**src/rtl/sl_seq_ctrl_pkg.sv**
```systemverilog
// Shared types and helpers for the SL command sequencer.
package sl_seq_ctrl_pkg;

    localparam int unsigned NUM_CH = 8;
    localparam int unsigned NUM_SL = 32;
    localparam int unsigned ADDR_W = 5;

    typedef enum logic [1:0] {
        OpNop     = 2'd0,
        OpPreload = 2'd1,
        OpWrite   = 2'd2,
        OpRead    = 2'd3
    } sl_op_e;

    typedef enum logic [2:0] {
        StIdle     = 3'd0,
        StDacSet   = 3'd1,
        StSettle   = 3'd2,
        StLoad     = 3'd3,
        StRdSettle = 3'd4,
        StConv     = 3'd5,
        StResp     = 3'd6
    } sl_state_e;

    // Address layout: [4:3] selects an 8-SL region, [2:0] a channel within it.
    function automatic logic [1:0] sl_region(input logic [ADDR_W-1:0] a);
        return a[4:3];
    endfunction

    function automatic logic [2:0] sl_channel(input logic [ADDR_W-1:0] a);
        return a[2:0];
    endfunction

endpackage

```
**src/rtl/sl_seq_ctrl_if.sv**
```systemverilog
// Command and read-response handshake bundle between host and sequencer.
interface sl_seq_ctrl_if
    import sl_seq_ctrl_pkg::*;
#(
    parameter int unsigned DAC_W = 10,
    parameter int unsigned ADC_W = 12
) ();

    logic                      cmd_valid;
    logic                      cmd_ready;
    logic [1:0]                cmd_op;
    logic [ADDR_W-1:0]         cmd_addr;
    logic [NUM_CH*DAC_W-1:0]   cmd_data;

    logic                      rsp_valid;
    logic                      rsp_ready;
    logic [NUM_CH*ADC_W-1:0]   rsp_data;
    logic [ADDR_W-1:0]         rsp_addr;
    logic                      rsp_err;

    modport master (
        output cmd_valid, cmd_op, cmd_addr, cmd_data, rsp_ready,
        input  cmd_ready, rsp_valid, rsp_data, rsp_addr, rsp_err
    );

    modport slave (
        input  cmd_valid, cmd_op, cmd_addr, cmd_data, rsp_ready,
        output cmd_ready, rsp_valid, rsp_data, rsp_addr, rsp_err
    );

endinterface

```
**src/rtl/sl_cyc_timer.sv**
```systemverilog
// Loadable down-counter that stops at zero and flags it.
module sl_cyc_timer #(
    parameter int unsigned W = 8
) (
    input  logic         clk,
    input  logic         rst,
    input  logic         load,
    input  logic [W-1:0] load_val,
    output logic         zero
);

    logic [W-1:0] cnt_q;

    always_ff @(posedge clk) begin
        if (rst) begin
            cnt_q <= '0;
        end else if (load) begin
            cnt_q <= load_val;
        end else if (cnt_q != '0) begin
            cnt_q <= cnt_q - 1'b1;
        end
    end

    assign zero = (cnt_q == '0);

endmodule

```
**src/rtl/sl_seq_ctrl.sv**
```systemverilog
// SL bank command sequencer: DAC set/settle/load for PRELOAD and WRITE, settle/convert/respond for READ.
module sl_seq_ctrl
    import sl_seq_ctrl_pkg::*;
#(
    parameter int unsigned DAC_W      = 10,
    parameter int unsigned ADC_W      = 12,
    parameter int unsigned SETTLE_CYC = 4,
    parameter int unsigned CONV_TMO   = 255
) (
    input  logic                    clk,
    input  logic                    rst,
    sl_seq_ctrl_if.slave            bus,
    output logic [NUM_CH*DAC_W-1:0] dac_code,
    output logic                    dac_update,
    output logic                    sl_pre_op_en,
    output logic                    sl_addr_en,
    output logic [ADDR_W-1:0]       addr,
    output logic                    read_mode,
    output logic                    adc_start,
    input  logic                    adc_done,
    input  logic [NUM_CH*ADC_W-1:0] adc_data,
    output logic                    busy
);

    localparam int unsigned TMR_MAX = (SETTLE_CYC > CONV_TMO) ? SETTLE_CYC : CONV_TMO;
    localparam int unsigned TMR_W   = $clog2(TMR_MAX + 1);
    localparam logic [TMR_W-1:0] SETTLE_LD = TMR_W'(SETTLE_CYC - 1);
    localparam logic [TMR_W-1:0] CONV_LD   = TMR_W'(CONV_TMO - 1);

    sl_state_e               state_q, state_d;
    sl_op_e                  op_q;
    sl_op_e                  cmd_op;
    logic                    conv_first_q;
    logic [NUM_CH*DAC_W-1:0] dac_code_q;
    logic [ADDR_W-1:0]       addr_q;
    logic [NUM_CH*ADC_W-1:0] rsp_data_q;
    logic                    rsp_err_q;

    logic                    accept;
    logic                    tmr_load;
    logic [TMR_W-1:0]        tmr_val;
    logic                    tmr_zero;
    logic                    cap_done;
    logic                    cap_tmo;

    assign cmd_op = sl_op_e'(bus.cmd_op);
    assign accept = bus.cmd_valid && (state_q == StIdle);

    // One timer serves both settle phases and the conversion timeout.
    sl_cyc_timer #(
        .W(TMR_W)
    ) u_timer (
        .clk      (clk),
        .rst      (rst),
        .load     (tmr_load),
        .load_val (tmr_val),
        .zero     (tmr_zero)
    );

    always_comb begin
        state_d  = state_q;
        tmr_load = 1'b0;
        tmr_val  = SETTLE_LD;
        cap_done = 1'b0;
        cap_tmo  = 1'b0;
        unique case (state_q)
            StIdle: begin
                if (accept) begin
                    unique case (cmd_op)
                        OpPreload, OpWrite: state_d = StDacSet;
                        OpRead: begin
                            state_d  = StRdSettle;
                            tmr_load = 1'b1;
                        end
                        OpNop: state_d = StIdle;
                        default: state_d = StIdle;
                    endcase
                end
            end
            StDacSet: begin
                state_d  = StSettle;
                tmr_load = 1'b1;
            end
            StSettle: begin
                if (tmr_zero) state_d = StLoad;
            end
            StLoad: state_d = StIdle;
            StRdSettle: begin
                if (tmr_zero) begin
                    state_d  = StConv;
                    tmr_load = 1'b1;
                    tmr_val  = CONV_LD;
                end
            end
            StConv: begin
                // A done on the final timeout cycle still wins over the error.
                if (adc_done) begin
                    cap_done = 1'b1;
                    state_d  = StResp;
                end else if (tmr_zero) begin
                    cap_tmo = 1'b1;
                    state_d = StResp;
                end
            end
            StResp: begin
                if (bus.rsp_ready) state_d = StIdle;
            end
            default: state_d = StIdle;
        endcase
    end

    always_ff @(posedge clk) begin
        if (rst) begin
            state_q      <= StIdle;
            op_q         <= OpNop;
            conv_first_q <= 1'b0;
            dac_code_q   <= '0;
            addr_q       <= '0;
            rsp_data_q   <= '0;
            rsp_err_q    <= 1'b0;
        end else begin
            state_q      <= state_d;
            conv_first_q <= (state_q == StRdSettle) && (state_d == StConv);
            if (accept) begin
                addr_q <= bus.cmd_addr;
                op_q   <= cmd_op;
                if (cmd_op == OpPreload || cmd_op == OpWrite) begin
                    dac_code_q <= bus.cmd_data;
                end
            end
            if (cap_done) begin
                rsp_data_q <= adc_data;
                rsp_err_q  <= 1'b0;
            end else if (cap_tmo) begin
                rsp_data_q <= '0;
                rsp_err_q  <= 1'b1;
            end
        end
    end

    assign dac_code      = dac_code_q;
    assign addr          = addr_q;
    assign dac_update    = (state_q == StDacSet);
    assign sl_pre_op_en  = (state_q == StLoad) && (op_q == OpPreload);
    assign sl_addr_en    = (state_q == StLoad) && (op_q == OpWrite);
    assign read_mode     = (state_q == StRdSettle) || (state_q == StConv) || (state_q == StResp);
    assign adc_start     = (state_q == StConv) && conv_first_q;
    assign busy          = (state_q != StIdle);

    assign bus.cmd_ready = (state_q == StIdle);
    assign bus.rsp_valid = (state_q == StResp);
    assign bus.rsp_data  = rsp_data_q;
    assign bus.rsp_addr  = addr_q;
    assign bus.rsp_err   = rsp_err_q;

endmodule

```
**src/flat_wrapper.sv**
```systemverilog
// flat-port wrapper written by rule: the top's interface ports become plain ports
module sl_seq_ctrl_flat import sl_seq_ctrl_pkg::*;
#(
    parameter int unsigned DAC_W      = 10,
    parameter int unsigned ADC_W      = 12,
    parameter int unsigned SETTLE_CYC = 4,
    parameter int unsigned CONV_TMO   = 255
)
  (clk, rst, dac_code, dac_update, sl_pre_op_en, sl_addr_en, addr, read_mode, adc_start, adc_done, adc_data, busy, bus_cmd_valid, bus_cmd_op, bus_cmd_addr, bus_cmd_data, bus_rsp_ready, bus_cmd_ready, bus_rsp_valid, bus_rsp_data, bus_rsp_addr, bus_rsp_err);
  sl_seq_ctrl_if #(.DAC_W(DAC_W), .ADC_W(ADC_W)) bus_i ();
  input  logic clk;
  input  logic rst;
  output logic [NUM_CH*DAC_W-1:0] dac_code;
  output logic dac_update;
  output logic sl_pre_op_en;
  output logic sl_addr_en;
  output logic [ADDR_W-1:0] addr;
  output logic read_mode;
  output logic adc_start;
  input  logic adc_done;
  input  logic [NUM_CH*ADC_W-1:0] adc_data;
  output logic busy;
  input wire logic [$bits(bus_i.cmd_valid)-1:0] bus_cmd_valid;
  input wire logic [$bits(bus_i.cmd_op)-1:0] bus_cmd_op;
  input wire logic [$bits(bus_i.cmd_addr)-1:0] bus_cmd_addr;
  input wire logic [$bits(bus_i.cmd_data)-1:0] bus_cmd_data;
  input wire logic [$bits(bus_i.rsp_ready)-1:0] bus_rsp_ready;
  output wire logic [$bits(bus_i.cmd_ready)-1:0] bus_cmd_ready;
  output wire logic [$bits(bus_i.rsp_valid)-1:0] bus_rsp_valid;
  output wire logic [$bits(bus_i.rsp_data)-1:0] bus_rsp_data;
  output wire logic [$bits(bus_i.rsp_addr)-1:0] bus_rsp_addr;
  output wire logic [$bits(bus_i.rsp_err)-1:0] bus_rsp_err;
  assign bus_i.cmd_valid = bus_cmd_valid;
  assign bus_i.cmd_op = bus_cmd_op;
  assign bus_i.cmd_addr = bus_cmd_addr;
  assign bus_i.cmd_data = bus_cmd_data;
  assign bus_i.rsp_ready = bus_rsp_ready;
  assign bus_cmd_ready = bus_i.cmd_ready;
  assign bus_rsp_valid = bus_i.rsp_valid;
  assign bus_rsp_data = bus_i.rsp_data;
  assign bus_rsp_addr = bus_i.rsp_addr;
  assign bus_rsp_err = bus_i.rsp_err;
  sl_seq_ctrl #(.DAC_W(DAC_W), .ADC_W(ADC_W), .SETTLE_CYC(SETTLE_CYC), .CONV_TMO(CONV_TMO)) u_core (.clk(clk), .rst(rst), .bus(bus_i), .dac_code(dac_code), .dac_update(dac_update), .sl_pre_op_en(sl_pre_op_en), .sl_addr_en(sl_addr_en), .addr(addr), .read_mode(read_mode), .adc_start(adc_start), .adc_done(adc_done), .adc_data(adc_data), .busy(busy));
endmodule
```
**config.mk**
```make
export PLATFORM = sky130hd
export DESIGN_NAME = sl_seq_ctrl_flat
export DESIGN_NICKNAME = d
export VERILOG_FILES = /design/src/rtl/sl_seq_ctrl_pkg.sv /design/src/rtl/sl_seq_ctrl_if.sv /design/src/rtl/sl_cyc_timer.sv /design/src/rtl/sl_seq_ctrl.sv /design/src/flat_wrapper.sv
export SDC_FILE = /design/constraint.sdc
export NUM_CORES = 1
export LEC_CHECK = 0
export BUFFER_PORTS_ARGS = -buffer_cell sky130_fd_sc_hd__buf_4
export CORE_MARGIN = 2
export CORE_UTILIZATION = 30
export DETAILED_ROUTE_END_ITERATION = 10
export PLACE_DENSITY = 0.66
export SETUP_SLACK_MARGIN = 0.2
export SLEW_MARGIN = 20
export SYNTH_ARGS = -nofsm -noshare
export SYNTH_HDL_FRONTEND = slang
export SYNTH_SLANG_ARGS = --single-unit
```
**constraint.sdc**
```tcl
create_clock -name clk -period 1.9 [get_ports clk]
set_input_delay 0.475 -clock clk [delete_from_list [all_inputs] [get_ports clk]]
set_output_delay 0.475 -clock clk [all_outputs]
set_load 0.01 [all_outputs]
```
; ---- After elaboration in Yosys (flattened, before gate mapping)
; Cells that the tools add are included.
; W data, S select, Z words.
[op_classes]
add_sub_neg = 1
eq_ne = 12
mux = 22
n_reduce_logical = 18
[op_table]
columns = operator, count
row1 = $mux W96, 2
row2 = $mux W8, 4
row3 = $mux W3, 6
row4 = $pmux W3 S6, 1
row5 = $eq A3 B3 Y1 const B, 4
row6 = $pmux W3 S3, 1
row7 = $logic_not A8 Y1, 1
row8 = $reduce_bool A8 Y1, 1
row9 = $sub A8 B1 Y8 const B, 1
row10 = $mux W1, 7
row11 = $eq A2 B2 Y1 const B, 3
row12 = $eq A3 B2 Y1 const B, 2
row13 = $logic_and A1 B1 Y1, 5
row14 = $eq A2 B1 Y1 const B, 2
row15 = $reduce_bool A2 Y1, 2
row16 = $reduce_or A2 Y1, 2
row17 = $eq A3 B1 Y1 const B, 1
row18 = $logic_not A3 Y1, 1
row19 = $logic_or A1 B1 Y1, 3
row20 = $pmux W1 S3, 1
row21 = $reduce_bool A3 Y1, 1
row22 = $logic_not A2 Y1, 1
row23 = $reduce_and A2 Y1, 1
[totals]
ff_bits = 196
elab_cells = 61

; ---- Logic depth before layout (Yosys ltp)
[depth]
ltp_word = 7
depth_mapped = 8
depth_no_buf = 6

; ---- Cells and area by module
; Synthesis repeated with hierarchy kept, for this count alone.
[unflattened]
cells_unflattened = 706
hier_area_um2 = 7392.1
[modules_own_cells]
columns = module, instances, cells_per_inst, area_per_inst_um2
row1 = sl_seq_ctrl, 1, 653, 6916.6
row2 = sl_cyc_timer, 1, 53, 475.5

; ---- Worst setup path before layout
; OpenSTA, ideal clock, no wires.
[synth_timing]
path_kind = register -> register
start = reg u_core.u_timer.cnt_q[0]
end = reg u_core.rsp_data_q[10] (netlist: u_core.bus.rsp_data[10])
setup_ns = 0.059
arrival_ns = 1.661
required_time_ns = 1.841
path_slack_ns = 0.180
path_stages_with_launch = 9
path_buffers = 2
synth_period_minus_slack_ns = 1.720
cell_sequence = dfxtp_1 inv_1 ha_1 nor3b_2 a21o_1 a21oi_2 buf_2 buf_2 a22o_1
[synth_via]
elab_chain_cells = 5
[synth_lines]
columns = item, line_no
row1 = from (decl), sl_cyc_timer.sv:12  ; logic [W-1:0] cnt_q;
row2 = from (signal assigned), sl_cyc_timer.sv:18  ; cnt_q <= load_val;
row3 = from (signal assigned), sl_cyc_timer.sv:20  ; cnt_q <= cnt_q - 1'b1;
row4 = $logic_not A8 Y1, sl_cyc_timer.sv:24  ; assign zero = (cnt_q == '0);
row5 = $mux W1, sl_seq_ctrl.sv:100  ; end else if (tmr_zero) begin
row6 = $mux W1, sl_seq_ctrl.sv:97  ; if (adc_done) begin
row7 = $mux W1, sl_seq_ctrl.sv:66  ; unique case (state_q)
row8 = $reduce_bool A2 Y1 (no source line), n/a
row9 = to (signal assigned), sl_seq_ctrl.sv:132  ; rsp_data_q <= adc_data;
row10 = to (decl), sl_seq_ctrl.sv:36  ; logic [NUM_CH*ADC_W-1:0] rsp_data_q;
; No other way between the ends.
; A chain may end at the register's enable or synchronous reset.

; ---- Worst setup path in the final report
[layout_timing]
start = reg u_core.state_q[1]
end = out bus_cmd_ready
[layout_via]
elab_chain_cells = 1
[layout_lines]
columns = item, line_no
row1 = from (decl), sl_seq_ctrl.sv:30  ; sl_state_e state_q, state_d;
row2 = from (signal assigned), sl_seq_ctrl.sv:114  ; state_q <= StIdle;
row3 = from (signal assigned), sl_seq_ctrl.sv:122  ; state_q <= state_d;
row4 = $logic_not A3 Y1, sl_seq_ctrl.sv:150  ; assign bus.cmd_ready = (state_q == StIdle);
row5 = to (decl), flat_wrapper.sv:28  ; output wire logic [$bits(bus_i.cmd_ready)-1:0] bus_cmd_ready;
; No other way between the ends.

==> metrics.md <==
| Metric | Value |
|---|---|
| Area Overhead vs Synth | `71.1%` |
| Clk_skew | `0.0210 ns` |
| Port-buffer cells | `382` |
| Met2 Usage GRT | `0.289` |
| CP max FO | `5` |
| Register area share after synthesis | `0.586` |
| GR peak layer | `met2` |
| Delay-heaviest family, CP | `simple AND/OR/NAND/NOR gates` |
| CTS tree | `built` |
| Worst Setup End Kind | `output port` |
| Critical Path Source Type | `register` |
| Async SR Flop Fraction | `0` |
| Chip Width | `153 µm` |
| Final wirelength | `23900 µm` |
| Pleak | `5.20 nW` |
| Reg clk slew, reported paths | `0.09 ns` |
| Synth cell types | `42` |
| Avg Inst Size Synth | `9.70 µm²` |
| Final max-slew violation count | `0` |
| Syn Inst Count | `690` |
| Tot Pwr | `11.3 mW` |
| Final WS setup | `0.0731 ns` |
| Net count after synthesis | `881` |
| CP Depth | `3` |
| Met3 usage | `0.0700` |
| R2R setup slack | `0.17 ns` |
| Max cap viols | `0` |
| # rows | `54` |
| Number of synthesized flops with an enable pin | `0` |
| Clk_lat worst skew | `0.43 ns` |
| Global-route wire length before repair | `33300 µm` |
| Peak VDD IR | `0.617 mV` |
| Synth area leader | `dfxtp_1` |
| Ant diodes | `0` |
| FF-to-FF path depth | `8` |
| Setup violators final | `0` |
| Crit path cell chain | `or3_4 > inv_2 > buf_6` |
| Worst hold path class | `in -> reg` |
| Synth Flop Type | `dfxtp_1` |
| Drt first pass iters | `4` |
| Die area | `23500 µm²` |
| Die height | `153 µm` |
| Vias per cell | `4.77` |
| Drt wl/cell | `17.2 µm` |
| Critical Path RT | `1.42 ns` |
| Gpl congestion | `0.790` |
| Main area contributors after synthesis | `dfxtp_1 59%, a22o_1 13%, nand2_1 10%` |
| Congestion Overflow GR | `0` |
| Placed Cells | `1315` |
| Layout cells sized above 1 | `0.473` |
| Num CTS Buffers | `17` |
| M1 GR Usage | `0.216` |
| Post-detail-place hpwl | `15100 µm` |
| Final Util | `0.523` |
| Root Buffer | `clkbuf_16` |
| Fin cells | `1392` |
| Worst Hold Depth | `2` |
| Slew Limit Headroom | `0.621` |
| Final Cycle Share | `0.962` |
| Critical path's slowest cell | `or3_4` |
| ANT nets after route | `0` |
| Fin nets | `1290` |
| Final Cell Area | `11400 µm²` |
| IO Count | `383` |
| Worst Tran Pin Value | `0.568 ns` |
| Synthesized cell area | `6690 µm²` |
| Max Clk Rate | `0.547 GHz` |
| Seq cells post-synth | `196` |
| Starting density of the core | `0.306` |
| PwrDens | `989 nW/µm²` |
| Largest buffer count on any clock path | `2` |
| Unrepaired setup endpoints after global routing | `true` |
| Initial antenna violation count | `0` |
| Area share of the largest cell type after synthesis | `0.586` |
| Hold Violations, Final | `0` |
| Via count | `6636` |
| Worst path max stage delay | `0.41 ns` |
| Total negative slack | `0 ns` |
| # DRC | `0` |
| Pre-CTS WS | `0.114 ns` |
| Sinks on Clock Net | `196` |
| Outcome | `completed` |
| Min cycle time layout | `1.83 ns` |
| Core box area | `21900 µm²` |
| Vias in the first global route | `6202` |
| Arrival time of the worst setup path | `1.35 ns` |
| Post-DP Area | `9890 µm²` |
| Largest net degree at the start of global routing | `81` |
| Total Routing Usage GR | `0.176` |
| H-tree levels | `4` |
| Hold WS | `0.245 ns` |
| DR iter-0 viols | `252` |
| Setup Crit Path Kind | `reg -> out` |
| Worst path bufs/invs | `2` |
| Syn. warnings | `0` |
## where the power goes
part           switching, mW  internal [mW]  leakage, nW
clock network           1.91           1.95        0.307
logic                   1.26           1.55         3.31
registers              0.248           4.39         1.59
total                   3.42           7.90         5.20
## registers in the layout, indices dropped and copies added, names as in the netlist
| signal | cells |
|---|---|
| u_core.addr | 5 |
| u_core.state_q | 3 |
| u_core.bus.rsp_data | 96 |
| u_core.conv_first_q | 1 |
| u_core.op_q | 2 |
| u_core.dac_code | 80 |
| u_core.bus.rsp_err | 1 |
| u_core.u_timer.cnt_q | 8 |
## per-layer routing
metal	part of all wire	routed length, µm	vias to the layer above
li1	-	-	3214
met1	0.39	9390	3113
met2	0.50	11900	288
met3	0.096	2290	21
met4	0.015	352	0
met5	0	0	-
## worst reg2reg max path: cells and delay by family, from the launching register on
| kind | cells | cell delay [ns] |
|---|---|---|
| AO/OA/AOI/OAI | 3 | 0.59 |
| buffers and inverters | 3 | 0.44 |
| flip-flops | 1 | 0.34 |
| adder cells (fa/ha/maj) | 1 | 0.16 |
| AND/OR/NAND/NOR | 1 | 0.15 |
## cells in the final DEF, fill, tap and decap left out, types with 2 or more instances in the layout
| cell | Yosys | layout |
|---|---|---|
| buf_4 | 13 | 407 |
| dfxtp_1 | 196 | 191 |
| nand2_1 | 183 | 175 |
| a22o_1 | 96 | 96 |
| a21oi_1 | 94 | 81 |
| clkbuf_16 | 0 | 32 |
| a21oi_2 | 1 | 13 |
| buf_6 | 0 | 10 |
| buf_12 | 0 | 9 |
| nand2_2 | 0 | 5 |
| nor2_1 | 5 | 5 |
| clkinv_8 | 0 | 5 |
| buf_8 | 0 | 4 |
| inv_2 | 0 | 3 |
| nor4b_4 | 1 | 3 |
| xor2_1 | 3 | 3 |
| o31ai_1 | 3 | 3 |
| xnor2_1 | 3 | 3 |
| nand3_1 | 4 | 3 |
| inv_8 | 0 | 3 |
| inv_12 | 0 | 3 |
| buf_16 | 0 | 3 |
| dfxtp_4 | 0 | 3 |
| nand2_4 | 0 | 2 |
| and2_1 | 5 | 2 |
| and2_4 | 0 | 2 |
| nand2b_1 | 2 | 2 |
| or4_1 | 2 | 2 |
| or3_1 | 3 | 2 |
| a31oi_1 | 2 | 2 |
| ha_1 | 3 | 2 |
| dfxtp_2 | 0 | 2 |
## kinds of logic (layout without fill, tap and decap cells)
group                      count (synthesis)  count (layout)  share of synthesized area
AOI/OAI and AO/OA                        203             203                      0.210
xor gates and xnor gates                   6               6                    0.00785
adders and majority gates                  3               3                    0.00561
buffers and inverters                     62             484                     0.0464
DFF                                      196             196                      0.586
muxes                                      2               2                    0.00318
and+or+nand+nor                          218             218                      0.140
## timing repair
action | in CTS | in global routing
pin swaps | 6 | 37
cloned | 1 | 20
endpoints found under the setup margin | 98 | 165
buffers inserted | 16 | 8
gates resized for setup | 30 | 41
hold buffers | 0 | 0
## final timing paths
kind,from,to
worst min register to register,u_core.dac_code[20],u_core.dac_code[20]
worst min-delay path,adc_data[78],u_core.bus.rsp_data[78]
worst max-delay path,u_core.state_q[1],bus_cmd_ready
worst max register to register,u_core.u_timer.cnt_q[0],u_core.bus.rsp_data[55]
## cell type report
| class | count | area (µm²) |
|---|---|---|
| Inverter | 4 | 15.0 |
| Multi-Input combinational cell | 432 | 2640 |
| Clock inverter | 15 | 219 |
| Timing Repair Buffer | 448 | 3870 |
| Tap cell | 280 | 350 |
| Clock buffer | 17 | 425 |
| Sequential cell | 196 | 3940 |
| Fill cell | 2002 | 10400 |
## synthesized netlist by cell type (all sizes together) (3+ instances only)
cell    count
inv         4
a22o       96
dfxtp     196
nor2        6
xor2        3
nand3       4
or3         3
and2        5
ha          3
xnor2       3
o31ai       3
nand2     183
a21oi      95
clkbuf     22
nor4b       3
buf        36
(Power assumes the default switching activity.)
